<file path="config.mk">
export PLATFORM = sky130hd
export DESIGN_NAME = udp_payload_extract
export DESIGN_NICKNAME = d
export VERILOG_FILES = /design/src/rtl/udp_payload_extract.sv
export SDC_FILE = /design/constraint.sdc
export NUM_CORES = 1
export LEC_CHECK = 0
export ABC_CLOCK_PERIOD_IN_PS = 5000
export BUFFER_PORTS_ARGS = -buffer_cell sky130_fd_sc_hd__buf_2
export CAP_MARGIN = 5
export CELL_PAD_IN_SITES_DETAIL_PLACEMENT = 0
export CELL_PAD_IN_SITES_GLOBAL_PLACEMENT = 1
export CORE_MARGIN = 2
export CORE_UTILIZATION = 30
export CTS_CLUSTER_DIAMETER = 120
export DETAILED_ROUTE_END_ITERATION = 16
export GPL_TIMING_DRIVEN = 0
export PLACE_DENSITY = 0.57
export SETUP_SLACK_MARGIN = 0.02
export SLEW_MARGIN = 25
export SYNTH_ARGS = -nofsm -noshare
export SYNTH_HDL_FRONTEND = slang
export SYNTH_SLANG_ARGS = --single-unit
</file>
<file path="constraint.sdc">
create_clock -name clk -period 5 [get_ports clk]
set_input_delay 1 -clock clk [delete_from_list [all_inputs] [get_ports clk]]
set_output_delay 1 -clock clk [all_outputs]
set_load 0.01 [all_outputs]
</file>
<file path="src/rtl/udp_payload_extract.sv">
// udp_payload_extract: parses Ethernet/IPv4/UDP headers from the MAC RX stream and
// forwards only the UDP payload of frames addressed to this node; other frames are counted and dropped.
module udp_payload_extract #(
   parameter logic [47:0] LOCAL_MAC = 48'h000A35000001,
   parameter logic [31:0] LOCAL_IP  = 32'hC0A8010A,
   parameter logic [15:0] UDP_PORT  = 16'd5000
) (
   input  logic        clk,
   input  logic        resetn,
   input  logic        s_tvalid,
   output logic        s_tready,
   input  logic [7:0]  s_tdata,
   input  logic        s_tlast,
   input  logic        s_tuser,
   output logic        m_tvalid,
   input  logic        m_tready,
   output logic [7:0]  m_tdata,
   output logic        m_tlast,
   output logic        m_tuser,
   output logic [15:0] rx_count,
   output logic [15:0] drop_count
);
   localparam logic [1:0] S_HDR = 2'd0, S_PAY = 2'd1, S_DRAIN = 2'd2;
   logic [1:0]  r_state;
   logic [5:0]  r_idx;
   logic [15:0] r_remain, r_len, r_rx, r_drop;
   logic        r_uc, r_bc, r_rdy;
   logic [7:0]  w_mac, w_exp, w_msk;
   logic        w_pay, w_acc, w_uc, w_bc, w_ok;
   assign w_pay      = r_state == S_PAY;
   assign s_tready   = w_pay ? m_tready : r_rdy;
   assign w_acc      = s_tvalid & s_tready;
   assign m_tvalid   = w_pay & s_tvalid;
   assign m_tdata    = s_tdata;
   assign m_tlast    = w_pay & (r_remain == 16'd1 | s_tlast);
   assign m_tuser    = w_pay & s_tlast & (r_remain != 16'd1 | s_tuser);
   assign rx_count   = r_rx;
   assign drop_count = r_drop;
   always_comb begin
      w_mac = 8'h00;
      w_exp = 8'h00;
      w_msk = 8'h00;
      case (r_idx)
         6'd0:  w_mac = LOCAL_MAC[47:40];
         6'd1:  w_mac = LOCAL_MAC[39:32];
         6'd2:  w_mac = LOCAL_MAC[31:24];
         6'd3:  w_mac = LOCAL_MAC[23:16];
         6'd4:  w_mac = LOCAL_MAC[15:8];
         6'd5:  w_mac = LOCAL_MAC[7:0];
         6'd12: {w_exp, w_msk} = 16'h08FF;
         6'd13: {w_exp, w_msk} = 16'h00FF;
         6'd14: {w_exp, w_msk} = 16'h45FF;
         6'd20: {w_exp, w_msk} = 16'h003F;
         6'd21: {w_exp, w_msk} = 16'h00FF;
         6'd23: {w_exp, w_msk} = 16'h11FF;
         6'd30: {w_exp, w_msk} = {LOCAL_IP[31:24], 8'hFF};
         6'd31: {w_exp, w_msk} = {LOCAL_IP[23:16], 8'hFF};
         6'd32: {w_exp, w_msk} = {LOCAL_IP[15:8], 8'hFF};
         6'd33: {w_exp, w_msk} = {LOCAL_IP[7:0], 8'hFF};
         6'd36: {w_exp, w_msk} = {UDP_PORT[15:8], 8'hFF};
         6'd37: {w_exp, w_msk} = {UDP_PORT[7:0], 8'hFF};
         default: ;
      endcase
   end
   // unicast and broadcast destination matches are tracked separately across the 6 MAC bytes
   assign w_uc = (r_idx == 6'd0 | r_uc) & (s_tdata == w_mac);
   assign w_bc = (r_idx == 6'd0 | r_bc) & (s_tdata == 8'hFF);
   assign w_ok = (r_idx < 6'd6) ? (w_uc | w_bc) : ((s_tdata & w_msk) == w_exp);
   always_ff @(posedge clk or negedge resetn) begin
      if (!resetn) begin
         r_state  <= S_HDR;
         r_idx    <= 6'd0;
         r_remain <= 16'd0;
         r_len    <= 16'd0;
         r_rx     <= 16'd0;
         r_drop   <= 16'd0;
         r_uc     <= 1'b0;
         r_bc     <= 1'b0;
         r_rdy    <= 1'b0;
      end else begin
         r_rdy <= 1'b1;
         if (w_acc) begin
            case (r_state)
               S_HDR: begin
                  if (r_idx < 6'd6) begin
                     r_uc <= w_uc;
                     r_bc <= w_bc;
                  end
                  if (r_idx == 6'd38) r_len[15:8] <= s_tdata;
                  if (r_idx == 6'd39) r_len[7:0] <= s_tdata;
                  if (!w_ok || (s_tlast && r_idx != 6'd41)) begin
                     r_drop  <= r_drop + 16'd1;
                     r_idx   <= 6'd0;
                     r_state <= s_tlast ? S_HDR : S_DRAIN;
                  end else if (r_idx == 6'd41) begin
                     r_idx <= 6'd0;
                     if (r_len < 16'd8) begin
                        r_drop  <= r_drop + 16'd1;
                        r_state <= s_tlast ? S_HDR : S_DRAIN;
                     end else begin
                        r_rx     <= r_rx + 16'd1;
                        r_remain <= r_len - 16'd8;
                        r_state  <= s_tlast ? S_HDR : (r_len == 16'd8 ? S_DRAIN : S_PAY);
                     end
                  end else begin
                     r_idx <= r_idx + 6'd1;
                  end
               end
               S_PAY: begin
                  r_remain <= r_remain - 16'd1;
                  if (m_tlast) r_state <= s_tlast ? S_HDR : S_DRAIN;
               end
               S_DRAIN: if (s_tlast) r_state <= S_HDR;
               default: r_state <= S_HDR;
            endcase
         end
      end
   end
endmodule

</file>
==> results of run 1 <==
[routing by layer]
layer  global-route usage (%)  vias up
met1                    21.15     1869
met4                    5.042        0
met5                        0        -
met2                    25.10       70
li1                         -     1904
met3                    3.978       18
[power by group through the flow]
stage	sequential, mW	clock (mW)	combinational [mW]
finish	0.798	0.599	0.466
detailed placement	0.806	0	0.470
global route	0.812	0.643	0.522
CTS	0.796	0.621	0.471
global placement	0.804	0	0.461
floorplan	0.788	0	0.312
[kinds of logic after synthesis]
logic type | count (synthesis) | synth area share [%]
muxes | 21 | 5.145
DFF | 75 | 41.05
xor gates and xnor gates | 45 | 8.621
and+or+nand+nor | 199 | 23.75
AOI/OAI and AO/OA | 101 | 14.07
adders and majority gates | 9 | 2.463
buffers and inverters | 44 | 4.816
other | 1 | 0.08202
[layout by cell type, fill, tap and decap left out, types with 4 or more instances in the layout]
cell,Yosys,routed
a21oi_1,31,31
a31oi_1,6,6
and2_1,5,5
and3_1,13,13
buf_2,5,61
buf_4,9,10
clkbuf_1,15,17
clkbuf_16,0,9
dfrtp_1,75,75
ha_1,9,9
inv_1,13,13
mux2_2,20,20
nand2_1,48,48
nand2b_1,6,6
nand3_1,17,17
nand3b_1,4,4
nand4_1,13,13
nor2_1,37,37
nor2b_1,4,4
nor3_1,14,13
nor4_1,5,5
o21a_1,4,4
o21ai_0,22,22
o22ai_1,8,8
o31ai_1,6,6
or3_1,12,12
xnor2_1,32,32
xor2_1,13,13
[sequential cells by signal, indices dropped and copies added, names as in the netlist]
register,flops
r_len,16
r_rdy,1
r_uc,1
rx_count,16
drop_count,16
r_bc,1
r_idx,6
r_remain,16
r_state,2
[per-stage QoR]
stage | setup slack [ns] | hold slack (ns)
3_3_place_gp | 1.754 | 0.4537
5_1_grt | 1.500 | 0.4770
2_1_floorplan | 2.389 | 0.4491
3_5_place_dp | 1.711 | 0.4593
6_report | 1.752 | 0.4632
4_1_cts | 1.737 | 0.4684
[worst max-delay path, delay by kind of cell (launching register included)]
kind | cells | cell delay, ns
AOI/OAI and AO/OA | 4 | 1.21
xor gates and xnor gates | 1 | 0.14
adders and majority gates | 1 | 0.17
buffers and inverters | 3 | 0.79
DFF | 1 | 0.43
and+or+nand+nor | 3 | 0.40
[final timing paths]
check,cells past startpoint,to
max,12,r_state[0]
min,1,drop_count[15]
max reg2reg,12,r_state[0]
min reg2reg,1,drop_count[15]
max in group asynchronous,2,drop_count[11]
min in group asynchronous,1,r_remain[11]
[cell type report]
| type | instances | area (sq um) | area share [%] |
|---|---|---|---|
| Multi-Input combinational cell | 376 | 2480 | 46.03 |
| Sequential cell | 75 | 1877 | 34.84 |
| Timing Repair Buffer | 58 | 315.3 | 5.852 |
| Clock buffer | 12 | 246.5 | 4.575 |
| Tap cell | 188 | 235.2 | 4.366 |
| Buffer | 31 | 171.4 | 3.182 |
| Inverter | 13 | 48.80 | 0.9057 |
| Clock inverter | 2 | 13.76 | 0.2555 |
==> results.yml, run 1 <==
run_status:
  outcome: "complete, no violations"
route:
  top_layer: "met4"
  ant_nets: 0
  drt_first_pass_iters: 4
  wl_per_cell_microns: 16.31
  wl_met2_microns: 5709
  viasPerCell: 5.114
  num_vias: 3861
  route.met3.wl_microns: 421
  drt_iter0_drc: 243
  routed_wl_microns: 12310
  route.detailed.drc: 0
  met1_length_microns: 5959
worst_setup_path:
  critical_path_class: "register to register"
  start_kind: "register"
  crit-reg2reg-launch: "r_idx[0]"
  cp_data_arrival_time_ns: 3.48
  worstSetupEndpointType: "register"
  slowest_stage: "o31ai_1"
  slowest_delay_ns: 0.57
  r2r_slack_ns: 1.75
  cp-startpoint: "r_idx[0]"
  worstPathRequired_ns: 5.23
  path_cells: "inv_1, ha_1, clkbuf_1, nand2_1, o31ai_1, a21oi_2, xnor2_1, o31ai_1, nand3b_2, clkbuf_1, a31oi_1, nor2_1"
  cp_max_fo: 10
timing:
  slew_viol_final: 0
  setup_violations: 0
  worst_pin_slew_ns: 0.7242
  period_minus_slack_ns: 3.248
  final.period_utilization_pct: 64.95
  fmax_mhz: 307.9
  finClkSkew_ns: 0.01085
  setup_tns_ns: 0
  rsz0062_at_grt: "false"
  hold_violations: 0
  relSlewSlack_pct: 51.21
synth:
  ys_types: 62
  synth_top_area_share_pct: 41.05
  yosys.area.top_type: "dfrtp_1"
  yosysMostFrequentCell: "dfrtp_1"
  yosys_register_bits: 75
  synthArstFlopShare_pct: 100.0
  synth-edff-count: 0
  synth_common_cells: "dfrtp_1, nand2_1, nor2_1"
  syn-cell-area_sq_mm: 0.004572
  synthCells: 495
  synth_area_leaders: "dfrtp_1, xnor2_1, mux2_2"
  synth_area_per_cell_sq_um: 9.236
  synth_seq_area_share_pct: 41.05
  yosysWarningCount: 0
  synth_fp_nets: 518
  synthFlopType: "dfrtp_1"
grt:
  grt.total_usage_pct: 15.80
  antenna_found_initial: 0
  overflow: 0
  grt_max_degree: 51
  grt_pass1_wl_microns: 20200
  grt_pass1_vias: 3813
clocking:
  post_cts_buffers: 0
  cts_tree: "done"
  cts_hold_buf: 0
  cts_made_buffers: 9
  htree_levels: 3
  insertion_delay_ns: 0.35
  path_clk_slew_ns: 0.06
  cts_resized: 0
  root_buffer: "clkbuf_16"
  cts_sinks: 75
  clockBufferDepth: 2
power:
  irDropWorstVdd_mv: 0.1612
  combPwrFrac_pct: 25.0
  p_leak_nw: 2.499
  p_sw_mw: 0.6456
  swShare_pct: 34.65
  clkPwrFrac_pct: 32.2
  power.total_mw: 1.863
  pwr-share-seq_pct: 42.8
  p_per_area_mw_per_mm2: 345.8
  p_int_mw: 1.217
final_layout:
  area_growth_pct: 17.84
  num-fill-cells: 1583
  instances_no_fill: 755
  drive_above_1_share_pct: 20.81
  nets: 587
  stdcell_area_sq_mm: 0.005388
  diodes: 0
  utilization_pct: 35.84
hold_path:
  hold_class: "register to register"
  min_from: "drop_count[15]"
placed_design:
  placed_area_sq_mm: 0.005122
  placed_cells: 741
  hpwl_microns: 8964
  gp_congestion: 0.8458
  io_buffers: 57
die:
  die-area_sq_mm: 0.01624
  die_x_microns: 127.5
  die_y_microns: 127.5
  core_area_sq_mm: 0.01503
  start_util_pct: 30.41
  row_count: 45
  ios: 58
job:
  cap_violations: 0
Note: power is estimated with default switching activity, not from simulation.
==> inputs of run 2 (changes only) <==
--- a/config.mk
+++ b/config.mk
@@ -5,7 +5,7 @@
 export SDC_FILE = /design/constraint.sdc
 export NUM_CORES = 1
 export LEC_CHECK = 0
-export ABC_CLOCK_PERIOD_IN_PS = 5000
+export ABC_CLOCK_PERIOD_IN_PS = 3400
 export BUFFER_PORTS_ARGS = -buffer_cell sky130_fd_sc_hd__buf_2
 export CAP_MARGIN = 5
 export CELL_PAD_IN_SITES_DETAIL_PLACEMENT = 0
==> constraint.sdc (replaced) <==
create_clock -name clk -period 3.4 [get_ports clk]
set_input_delay 0.68 -clock clk [delete_from_list [all_inputs] [get_ports clk]]
set_output_delay 0.68 -clock clk [all_outputs]
set_load 0.01 [all_outputs]
==> run 2 against run 1 <==
Via count hardly changed. Die area stayed put. Sequential share of layout area hardly changed. Setup slack worse by 1.5 ns. Critical path depth stayed put. Clock skew is 0.0011 ns higher. Worst hold slack worse by 0.22 ns. First-iteration DRC count is 24% higher. Clock power is 47% higher. Sequential power is 47% higher. Global-route usage stayed put. Core utilization hardly changed. Critical path type unchanged. Critical endpoint unchanged.
==> results.yml, run 2 (same netlist as run 1, synthesis figures left out) <==
route:
  num_vias: 3862
  viasPerCell: 5.115
  route.detailed.drc: 0
  drt_iter0_drc: 301
  routed_wl_microns: 12350
  wl_per_cell_microns: 16.36
  ant_nets: 0
  drt_first_pass_iters: 4
worst_setup_path:
  cp_data_arrival_time_ns: 3.33
  worstPathRequired_ns: 3.63
  rr_worst_depth: 12
  r2r_slack_ns: 0.29
  cp_max_fo: 10
  reg2reg_to: "r_state[0]"
  path_cells: "inv_1, ha_1, clkbuf_1, nand4b_1, a21oi_1, mux2_2, nand4_1, a221oi_2, nand3b_2, clkbuf_2, a31oi_1, nor2_1"
  critical_path_class: "register to register"
  start_kind: "register"
  worstSetupEndpointType: "register"
  slowest_delay_ns: 0.43
  slowest_stage: "dfrtp_1"
  crit-reg2reg-launch: "r_idx[0]"
clocking:
  clockBufferDepth: 2
  cts_made_buffers: 9
  cts_hold_buf: 0
  insertion_delay_ns: 0.35
  cts_resized: 0
  cts_tree: "done"
  post_cts_buffers: 0
  htree_levels: 3
  root_buffer: "clkbuf_16"
  cts_sinks: 75
  path_clk_slew_ns: 0.06
timing:
  rsz0062_at_grt: "false"
  fmax_mhz: 322.0
  worst_pin_slew_ns: 0.7263
  finClkSkew_ns: 0.01192
  period_minus_slack_ns: 3.106
  slew_viol_final: 0
  relSlewSlack_pct: 51.07
  hold_violations: 0
  setup_violations: 0
  final.period_utilization_pct: 91.35
  setup_tns_ns: 0
grt:
  grt.met2_usage_pct: 25.10
  grt_pass1_wl_microns: 20200
  grt_pass1_vias: 3813
  gr-max-usage-layer: "met2"
  grt_max_degree: 51
  grt.total_usage_pct: 15.80
  antenna_found_initial: 0
  gr-usage-met1_pct: 21.15
  overflow: 0
  use_met3_pct: 3.978
placed_design:
  hpwl_microns: 8964
  gp_congestion: 0.8458
  placed_area_sq_mm: 0.005122
  placed_cells: 741
  io_buffers: 57
die:
  die-area_sq_mm: 0.01624
  die_y_microns: 127.5
  core_area_sq_mm: 0.01503
  ios: 58
  start_util_pct: 30.41
  row_count: 45
  die_x_microns: 127.5
power:
  irDropWorstVdd_mv: 0.2374
  p_leak_nw: 2.500
  p_per_area_mw_per_mm2: 508.5
final_layout:
  final_cell_mix: "dfrtp_1, buf_2, nand2_1"
  drive_above_1_share_pct: 21.16
  stdcell_area_sq_mm: 0.005394
  nets: 587
  instances_no_fill: 755
  final_common_cell: "dfrtp_1"
  area_growth_pct: 17.98
  diodes: 0
job:
  cap_violations: 0
hold_path:
  hold_class: "input pin to async pin"
run_status:
  outcome: "complete, no violations"
[run 2: area by class of cell]
type	instances	area, sq um
repair buffers	58	315.3
flip-flops and latches	75	1877
plain buffers	31	172.7
multi-input cells	376	2485
fillers	1581	9639
clock inverters	2	13.76
inverters	13	48.80
well taps	188	235.2
clock buffers	12	246.5
[run 2: critical path, delay by kind of cell (launching register included)]
family | cells | cell delay (ns)
compound gates | 3 | 0.89
fa+ha+maj | 1 | 0.17
buf+inv | 3 | 0.75
flops | 1 | 0.43
mux | 1 | 0.21
simple gates | 4 | 0.54
[run 2: how the worst max path moves through the flow]
stage	from	end	slack, ns	cells after the start
floorplan	r_idx[0]	r_idx[0]	0.92	11
global placement	r_idx[0]	r_state[0]	0.22	12
detailed placement	r_idx[0]	r_state[0]	0.16	12
CTS	r_idx[1]	r_state[0]	0.14	12
global route	r_idx[1]	r_state[0]	0.05	12
finish	r_idx[0]	r_state[0]	0.29	12
[run 2: metal layers]
| layer | part of all wire (%) | up-vias | routed length (microns) |
|---|---|---|---|
| met3 | 3.5 | 18 | 434 |
| li1 | - | 1904 | - |
| met1 | 48 | 1865 | 5979 |
| met4 | 1.8 | 0 | 222 |
| met2 | 46 | 75 | 5714 |
| met5 | 0 | - | 0 |
[run 2: metrics by stage]
stage,power (mW),setup WS (ns),hold WS [ns],util (%)
after floorplan,1.618,0.9229,0.3844,-
final,2.743,0.2942,0.2411,35.88
after CTS,2.776,0.1368,0.2505,35.81
after global routing,2.909,0.04598,0.2667,35.88
after global placement,1.859,0.2216,0.4537,33.87
after detailed placement,1.876,0.1555,0.4593,34.07
[run 2: where the power goes]
| group | internal [mW] | leakage [nW] | switching (mW) | total (mW) |
|---|---|---|---|---|
| clock network | 0.507 | 0.128 | 0.376 | 0.882 |
| logic | 0.256 | 1.39 | 0.430 | 0.686 |
| registers | 1.03 | 0.982 | 0.147 | 1.17 |
| total | 1.79 | 2.50 | 0.953 | 2.74 |
==> inputs of run 3 (changes only) <==
--- a/config.mk
+++ b/config.mk
@@ -5,7 +5,7 @@
 export SDC_FILE = /design/constraint.sdc
 export NUM_CORES = 1
 export LEC_CHECK = 0
-export ABC_CLOCK_PERIOD_IN_PS = 3400
+export ABC_CLOCK_PERIOD_IN_PS = 3320
 export BUFFER_PORTS_ARGS = -buffer_cell sky130_fd_sc_hd__buf_2
 export CAP_MARGIN = 5
 export CELL_PAD_IN_SITES_DETAIL_PLACEMENT = 0
@@ -16,6 +16,7 @@
 export DETAILED_ROUTE_END_ITERATION = 16
 export GPL_TIMING_DRIVEN = 0
 export PLACE_DENSITY = 0.57
+export REMOVE_ABC_BUFFERS = 1
 export SETUP_SLACK_MARGIN = 0.02
 export SLEW_MARGIN = 25
 export SYNTH_ARGS = -nofsm -noshare
==> constraint.sdc (replaced) <==
create_clock -name clk -period 3.32 [get_ports clk]
set_input_delay 0.664 -clock clk [delete_from_list [all_inputs] [get_ports clk]]
set_output_delay 0.664 -clock clk [all_outputs]
set_load 0.01 [all_outputs]
==> run 3 against run 2 <==
Register-to-register slack lost 0.08 ns. Combinational power decreased by 7.3%. Clock skew is 0.0028 ns lower. Die area unchanged. Final area decreased by 1.8%. Via count is 1.6% lower. First-iteration DRC count fell by 12%. Count of clock-buffer cells in the layout decreased by 3. Sequential power rose by 5%. Clock power grew 11%. Non-clock buffer count shrank 30. Largest cell class unchanged.
==> results.yml, run 3 (same netlist as run 1, synthesis figures left out) <==
run_status:
  outcome: "complete, no violations"
clocking:
  cts_hold_buf: 0
  htree_levels: 3
  path_clk_slew_ns: 0.06
  cts_made_buffers: 9
  post_cts_buffers: 0
  cts_resized: 0
  cts_sinks: 75
  insertion_delay_ns: 0.34
  clockBufferDepth: 2
  cts_tree: "done"
  root_buffer: "clkbuf_16"
power:
  p_sw_mw: 0.9691
  p_per_area_mw_per_mm2: 537.2
  p_leak_nw: 2.417
  swShare_pct: 34.05
  combPwrFrac_pct: 22.3
  power.total_mw: 2.847
  pwr-share-seq_pct: 43.2
  irDropWorstVdd_mv: 0.2017
  p_int_mw: 1.877
  clkPwrFrac_pct: 34.5
timing:
  worst_pin_slew_ns: 0.9147
  final.period_utilization_pct: 93.49
  fmax_mhz: 322.2
  rsz0062_at_grt: "false"
  fin_hold_ws_ns: 0.2822
  period_minus_slack_ns: 3.104
  fin_ws_ns: 0.2162
  relSlewSlack_pct: 38.80
  finClkSkew_ns: 0.009149
  setup_violations: 0
  hold_violations: 0
  slew_viol_final: 0
final_layout:
  drive_above_1_share_pct: 20.22
  multiInputGateArea_sq_mm: 0.002524
  stdcell_area_sq_mm: 0.005299
  area_growth_pct: 15.90
  final_common_cell: "dfrtp_1"
  final_cell_mix: "dfrtp_1, buf_2, nand2_1"
  nets: 558
  seq_area_sq_mm: 0.001877
  diodes: 0
  num-fill-cells: 1531
  instances_no_fill: 727
worst_setup_path:
  r2r_slack_ns: 0.22
  worstPathRequired_ns: 3.54
  cp_max_fo: 12
  crit-reg2reg-launch: "r_idx[0]"
  worstSetupEndpointType: "register"
  rr_worst_depth: 10
  setup.worst_path.end: "drop_count[1]"
  start_kind: "register"
  critical_path_class: "register to register"
  cp_data_arrival_time_ns: 3.33
  reg2reg_to: "drop_count[1]"
  cp-startpoint: "r_idx[0]"
placed_design:
  dp_slack_ns: 0.04986
  hpwl_microns: 8149
  placed_area_sq_mm: 0.004966
  gp_congestion: 0.8081
  io_buffers: 57
  placed_cells: 711
grt:
  grt_pass1_wl_microns: 18980
  grt.total_usage_pct: 14.62
  overflow: 0
  antenna_found_initial: 0
  grt_pass1_vias: 3712
  grt_max_degree: 44
die:
  row_count: 45
  ios: 58
  core_area_sq_mm: 0.01503
  die_x_microns: 127.5
  die-area_sq_mm: 0.01624
  die_y_microns: 127.5
  start_util_pct: 30.41
route:
  drt_first_pass_iters: 4
  routed_wl_microns: 11600
  num_vias: 3799
  route.detailed.drc: 0
  viasPerCell: 5.226
  drt_iter0_drc: 265
  wl_per_cell_microns: 15.95
  ant_nets: 0
hold_path:
  hold_class: "input pin to async pin"
job:
  cap_violations: 0
[run 3: changes by cell type in the layout (fill, tap and decap cells not counted), sizes merged]
cell	before	now
clkinvlp	0	3
nand3b	5	6
bufinv	0	1
buf	74	59
clkbuf	27	9
inv	13	14
clkinv	2	1
[run 3: area by class of cell]
| type | count | area share [%] |
|---|---|---|
| timing repair buffer | 59 | 6.092 |
| clock inverter | 6 | 1.251 |
| tap | 188 | 4.439 |
| clock buffer | 9 | 4.250 |
| sequential | 75 | 35.42 |
| inverter | 13 | 0.9209 |
| multi-input combinational | 377 | 47.63 |
[run 3: metrics by stage]
step / setup TNS (ns) / utilization [%]
after global routing: 0 / 35.25
after global placement: -10.55 / 32.73
after detailed placement: 0 / 33.03
final: 0 / 35.25
after floorplan: 0 / -
after CTS: 0 / 34.97
[run 3: worst min path at each step]
stage | to | slack (ns) | depth (start not counted)
finish | r_idx[4] | 0.28 | 1
global route | drop_count[5] | 0.32 | 1
CTS | r_idx[4] | 0.30 | 1
detailed placement | rx_count[15] | 0.46 | 1
global placement | drop_count[15] | 0.46 | 1
floorplan | drop_count[0] | 0.37 | 0
[run 3: worst max-delay path: stages (launching register included)]
cell	delay, ns
dfrtp_1	0.41
inv_1	0.11
ha_1	0.37
nand4b_4	0.17
or3_1	0.34
a21oi_1	0.15
nand4_1	0.19
a221oi_4	0.47
nand3b_4	0.25
nand2_1	0.17
mux2_2	0.35
[run 3: layer usage]
layer	wire length, microns	global-route usage (%)	vias up
met5	0	0	-
met4	66	4.590	0
li1	-	-	1860
met2	5606	23.72	53
met3	306	2.973	4
met1	5616	19.66	1882
[run 3: power groups by stage]
stage                     Sequential, mW  Clock, mW  Combinational, mW
after floorplan                     1.20          0              0.421
after global placement              1.23          0              0.620
after detailed placement            1.24          0              0.641
after CTS                           1.23       1.01              0.640
after global routing                1.25       1.05              0.727
final                               1.23      0.982              0.636
